### src/rtl/pc_redirect_ctrl.sv
// Fetch PC owner: sequential +4 fetch, taken-branch redirect with a fixed-length
// flush window, sticky misaligned-target trap and saturating branch statistics.
module pc_redirect_ctrl #(
   parameter logic [31:0] RESET_PC     = 32'h0000_0000,
   parameter int          FLUSH_CYCLES = 2,
   parameter int          CNT_W        = 16
) (
   input  logic             clk,
   input  logic             rst_n,
   input  logic             stall_i,
   input  logic             br_valid,
   input  logic             br_taken,
   input  logic [31:0]      br_pc,
   input  logic [31:0]      br_imm,
   output logic [31:0]      pc_o,
   output logic             pc_valid_o,
   output logic             flush_o,
   output logic             trap_o,
   output logic [31:0]      trap_addr_o,
   output logic [CNT_W-1:0] branch_cnt_o,
   output logic [CNT_W-1:0] taken_cnt_o
);

   typedef enum logic [1:0] {S_BOOT, S_RUN, S_FLUSH, S_TRAP} state_t;

   localparam logic [3:0] FLUSH_INIT = 4'(FLUSH_CYCLES - 1);

   state_t           state_q, state_d;
   logic [31:0]      pc_q, pc_d;
   logic             pc_valid_q, pc_valid_d;
   logic             flush_q, flush_d;
   logic             trap_q, trap_d;
   logic [31:0]      trap_addr_q, trap_addr_d;
   logic [CNT_W-1:0] branch_cnt_q, branch_cnt_d;
   logic [CNT_W-1:0] taken_cnt_q, taken_cnt_d;
   logic [3:0]       flush_cnt_q, flush_cnt_d;

   logic [31:0] target;
   logic [31:0] pc_seq;

   assign target = br_pc + br_imm;
   assign pc_seq = stall_i ? pc_q : pc_q + 32'd4;

   function automatic logic [CNT_W-1:0] sat_inc(input logic [CNT_W-1:0] c);
      return (&c) ? c : c + {{(CNT_W-1){1'b0}}, 1'b1};
   endfunction

   always_comb begin
      state_d      = state_q;
      pc_d         = pc_q;
      pc_valid_d   = pc_valid_q;
      flush_d      = flush_q;
      trap_d       = trap_q;
      trap_addr_d  = trap_addr_q;
      branch_cnt_d = branch_cnt_q;
      taken_cnt_d  = taken_cnt_q;
      flush_cnt_d  = flush_cnt_q;

      unique case (state_q)
         S_BOOT: begin
            state_d    = S_RUN;
            pc_valid_d = 1'b1;
         end
         S_RUN: begin
            pc_d = pc_seq;
            if (br_valid) begin
               branch_cnt_d = sat_inc(branch_cnt_q);
               if (br_taken) begin
                  taken_cnt_d = sat_inc(taken_cnt_q);
                  if (target[1:0] != 2'b00) begin
                     state_d     = S_TRAP;
                     trap_d      = 1'b1;
                     trap_addr_d = target;
                     pc_valid_d  = 1'b0;
                     pc_d        = pc_q;
                  end else begin
                     // Redirect wins over a stall: the target must be fetched next.
                     state_d     = S_FLUSH;
                     pc_d        = target;
                     flush_d     = 1'b1;
                     flush_cnt_d = FLUSH_INIT;
                  end
               end
            end
         end
         S_FLUSH: begin
            // Wrong-path branches are ignored; the window length is stall-independent.
            pc_d = pc_seq;
            if (flush_cnt_q == 4'd0) begin
               flush_d = 1'b0;
               state_d = S_RUN;
            end else begin
               flush_cnt_d = flush_cnt_q - 4'd1;
            end
         end
         S_TRAP: begin
            pc_valid_d = 1'b0;
            flush_d    = 1'b0;
         end
         default: state_d = S_BOOT;
      endcase
   end

   always_ff @(posedge clk or negedge rst_n) begin
      if (!rst_n) begin
         state_q      <= S_BOOT;
         pc_q         <= RESET_PC;
         pc_valid_q   <= 1'b0;
         flush_q      <= 1'b0;
         trap_q       <= 1'b0;
         trap_addr_q  <= 32'd0;
         branch_cnt_q <= '0;
         taken_cnt_q  <= '0;
         flush_cnt_q  <= 4'd0;
      end else begin
         state_q      <= state_d;
         pc_q         <= pc_d;
         pc_valid_q   <= pc_valid_d;
         flush_q      <= flush_d;
         trap_q       <= trap_d;
         trap_addr_q  <= trap_addr_d;
         branch_cnt_q <= branch_cnt_d;
         taken_cnt_q  <= taken_cnt_d;
         flush_cnt_q  <= flush_cnt_d;
      end
   end

   assign pc_o         = pc_q;
   assign pc_valid_o   = pc_valid_q;
   assign flush_o      = flush_q;
   assign trap_o       = trap_q;
   assign trap_addr_o  = trap_addr_q;
   assign branch_cnt_o = branch_cnt_q;
   assign taken_cnt_o  = taken_cnt_q;

endmodule

### config.mk
export PLATFORM = sky130hd
export DESIGN_NAME = pc_redirect_ctrl
export DESIGN_NICKNAME = d
export VERILOG_FILES = /design/src/rtl/pc_redirect_ctrl.sv
export SDC_FILE = /design/constraint.sdc
export NUM_CORES = 1
export LEC_CHECK = 0
export BUFFER_PORTS_ARGS = -buffer_cell sky130_fd_sc_hd__buf_2
export CAP_MARGIN = 40
export CORE_UTILIZATION = 58
export DETAILED_ROUTE_END_ITERATION = 8
export PLACE_DENSITY = 0.93
export REMOVE_ABC_BUFFERS = 1
export SYNTH_ARGS = -nofsm -noshare
export SYNTH_HDL_FRONTEND = slang
export SYNTH_SLANG_ARGS = --single-unit
### constraint.sdc
create_clock -name clk -period 3.6 [get_ports clk]
set_clock_uncertainty 0.1 [all_clocks]
set_input_delay 0.36 -clock clk [delete_from_list [all_inputs] [get_ports clk]]
set_output_delay 0.36 -clock clk [all_outputs]
set_load 0.02 [all_outputs]
==> implementation parameters <==
Parameter                              Value

Outcome
  Run status    finished clean

Timing
  Total count of hold-check failures in the final report    0
  Final clock period utilization by the worst path    83.43%
  Worst slew slack as a fraction of its limit    63.41%
  Max-slew violation count    0
  RSZ-0062 raised after global routing    no
  Final Setup Violations    0
  Upper clock frequency limit    333.0 MHz
  Minimum clock period after layout    3.003 ns
  Slew of the pin with the lowest slew margin    0.5489 ns
  Hold_ws    0.3014 ns
  Total Negative Setup Slacks    0 ns

Place
  Final HPWL from detailed placement    12.76 mm
  Routability Congestion    0.9276
  Area post-placement    0.007625 mm2
  Cell Count Post-Placement    1032
  Number of buffer cells added on primary ports    167

Clock network
  H-tree levels    3
  Clk_lat worst skew    0.35 ns
  CTS Buf Count    9
  Clock Tree Buf Depth    2
  Clock-pin slew on the worst setup and hold paths    0.09 ns
  TritonCTS clock tree    yes
  Clk sinks    105
  Buffer type at the clock tree root    clkbuf_16

Final layout
  Number of fill cells    819
  Total area of multi-input combinational cells    0.003802 mm2
  Cell Count, Final, Fillers Out    1049
  Inserted Diodes    0
  Post-route standard cell area excluding fillers    0.007941 mm2
  Final layout net count    1013
  Combined flip-flop and latch cell area    0.002628 mm2
  Share of layout cells above drive strength 1    24.53%
  Synthesis-to-layout area growth    20.23%

Global routing
  Met3 track utilization from global routing    4.782%
  GRT busiest layer    met2
  Met2 track demand over resource in global routing    49.73%
  Met1 routing resource usage after global routing    36.96%
  Maximum number of pins on one net before global-route repair    51
  First-pass GRT wire length    27.32 mm
  Total routing usage reported by global routing    28.98%
  Via count of the first global-routing pass    5856
  Number of antenna violations at the first check in global routing    0
  Overflow after GRT    0

Routing
  Routed wire per std cell    16.20 um
  Routed WL    17.00 mm
  Number of nets still failing antenna checks after routing    0
  Drt first-iter violations    464
  Iteration count of the initial detailed-routing pass    5
  Vias per cell    6.065
  DRC errors left    0
  Vias    6362

Die
  Total Die Area    0.01182 mm2
  IO Pins    168
  Die Height    108.7 um
  Die width    108.7 um
  Initial core utilization    60.14%
  Rows    38
  Area of the placeable core    0.01098 mm2

Power and ir drop
  Power density over the cells    703.1 mW/mm2
  Static leakage power    3.770 nW
  Worst supply voltage drop on vdd    0.3930 mV

Worst setup path
  Worst setup path startpoint    br_pc[1]
  CP max FO    4
  CP peak stage delay    0.46 ns
  Largest delay contributor family on the critical path    compound AO/OA/AOI/OAI gates
  Type of the setup path with the least slack    primary input to register
  Element type at the critical path end    register
  Worst flop-to-flop path startpoint    pc_o[2]
  Critical path, cell by cell    buf_2 -> ha_1 -> a211o_1 -> a2111o_1 -> a211oi_2 -> o21ai_2 -> a31oi_4 -> o2111a_1 -> nor2_1 -> xnor2_1 -> a221o_1
  Data required time at the worst endpoint    3.73 ns
  Cell count along the critical path    11
  Cell with the biggest individual delay on the critical path    a2111o_1
  Cells on worst reg2reg path    8
  R2R Setup Slk    0.75 ns
  Arrival time reported for the critical path endpoint    3.13 ns
  FF-to-FF End    pc_o[28]
  CP Buf/Inv Count    1
  Setup crit end    pc_o[23]
  Critical path launch point type    primary input

Worst hold path
  Worst min path class    primary input to register

Synth
  Dominant cell by count in the synthesized netlist    dfrtp_1
  Dominant cells by area after synthesis    dfrtp_1 40%, ha_1 7.4%, xnor2_1 6.0%
  Proportion of synthesized chip area in sequential cells    39.78%
  Netlist cell types    72
  Leading cell types by count after synthesis    105 x dfrtp_1, 87 x nand2_1, 71 x o21ai_0, 62 x a21oi_1, 59 x nor2_1
  Syn avg cell area    8.974 um2
  Synth top area share    39.78%
  Synth Flop Type    dfrtp_1
  FF+latch count, synth    105
  EDFF count, synth    0
  Count of synthesis-stage warnings from yosys    0
  Async set-reset flop share out of synthesis    100.0%
  Cell type with the largest total area after synthesis    dfrtp_1
  Post-Synthesis Cells    736
  Total standard cell area after synthesis    0.006605 mm2

Flow run
  Max-cap violation count    0
[per-stage QoR]
step | setup WS [ns] | total power (W) | utilization, %
after global routing | 0.4964 | 0.005932 | 72.31
after detailed placement | 0.2900 | 0.004572 | 69.42
after global placement | 0.3151 | 0.004468 | 69.17
final | 0.5967 | 0.005584 | 72.31
after CTS | 0.6282 | 0.005572 | 72.31
after floorplan | -1.404 | 0.003608 | -
[how the worst min path moves through the flow]
stage                  start              end  slack [ns]  cells past startpoint
finish              br_taken       state_q[1]        0.30                      3
global route        br_valid       state_q[1]        0.32                      3
CTS                 br_taken       state_q[1]        0.29                      3
detailed placement     rst_n   trap_addr_o[8]        0.25                      1
global placement      trap_o           trap_o        0.35                      1
floorplan              rst_n  branch_cnt_o[0]       -0.04                      0
[sequential cells by signal, indices dropped and copies added, names as in the netlist]
signal,cells
state_q,2
pc_o,32
trap_addr_o,32
flush_o,1
branch_cnt_o,16
taken_cnt_o,16
pc_valid_o,1
trap_o,1
flush_cnt_q,4
[routing by layer]
layer  part of all wire [%]  up-vias  routed length [um]
li1                       -     3028                   -
met1                     41     3011                6966
met2                     50      276                8494
met3                    6.2       47                1049
met4                    2.9        0                 488
met5                      0        -                   0
[area by class of cell]
cell class / instances / share of cell area [%]
Multi-Input combinational cell: 588 / 47.88
Sequential cell: 105 / 33.09
Timing Repair Buffer: 179 / 11.97
Clock buffer: 9 / 2.836
Tap cell: 140 / 2.206
Clock inverter: 7 / 1.024
Inverter: 21 / 0.9926
[placed cells by master, fill, tap and decap left out, types with 3 or more instances in the layout]
cell,n
buf_2,166
dfrtp_1,105
nand2_1,87
o21ai_0,71
a21oi_1,62
nor2_1,58
xnor2_1,45
ha_1,39
nand3_1,35
inv_1,21
and3_1,18
nand4_1,15
mux2_2,15
nor3_1,14
xor2_1,13
buf_4,11
clkbuf_16,9
a21o_1,8
o31ai_1,6
nor2b_1,5
o22ai_1,5
o21a_1,4
nor3b_1,4
o21bai_1,4
and4_1,4
o22a_1,4
a31oi_1,4
a211o_1,3
a22oi_1,3
nand2b_1,3
nor4_1,3
a211oi_1,3
a32oi_1,3
[power breakdown]
| group | internal (W) | switching, W |
|---|---|---|
| Combinational | 0.000925 | 0.00162 |
| Clock | 0.000498 | 0.000495 |
| Sequential | 0.00161 | 0.000434 |
| Total | 0.00303 | 0.00255 |
[worst register-to-register path, stage by stage (launching register included)]
cell and delay, ns:
dfrtp_1 0.42, ha_1 0.23, nand4b_1 0.22, nor2_1 0.39
nand4_1 0.22, nor3_1 0.41, a41o_1 0.24, a21oi_1 0.06
a2111oi_0 0.41
[cells by family after synthesis]
family,share of synthesized area (%)
and+or+nand+nor,18.51
AOI/OAI and AO/OA,20.72
DFF,39.78
xor gates and xnor gates,7.691
buffers and inverters,2.898
adders and majority gates,7.691
muxes,2.709
[repair_timing]
item | in CTS | in global routing
setup buffers | 0 | 0
hold buffers | 1 | 0
endpoints found under the hold margin | 33 | 0
gates resized for setup | 0 | 0
(Power assumes the default switching activity.)
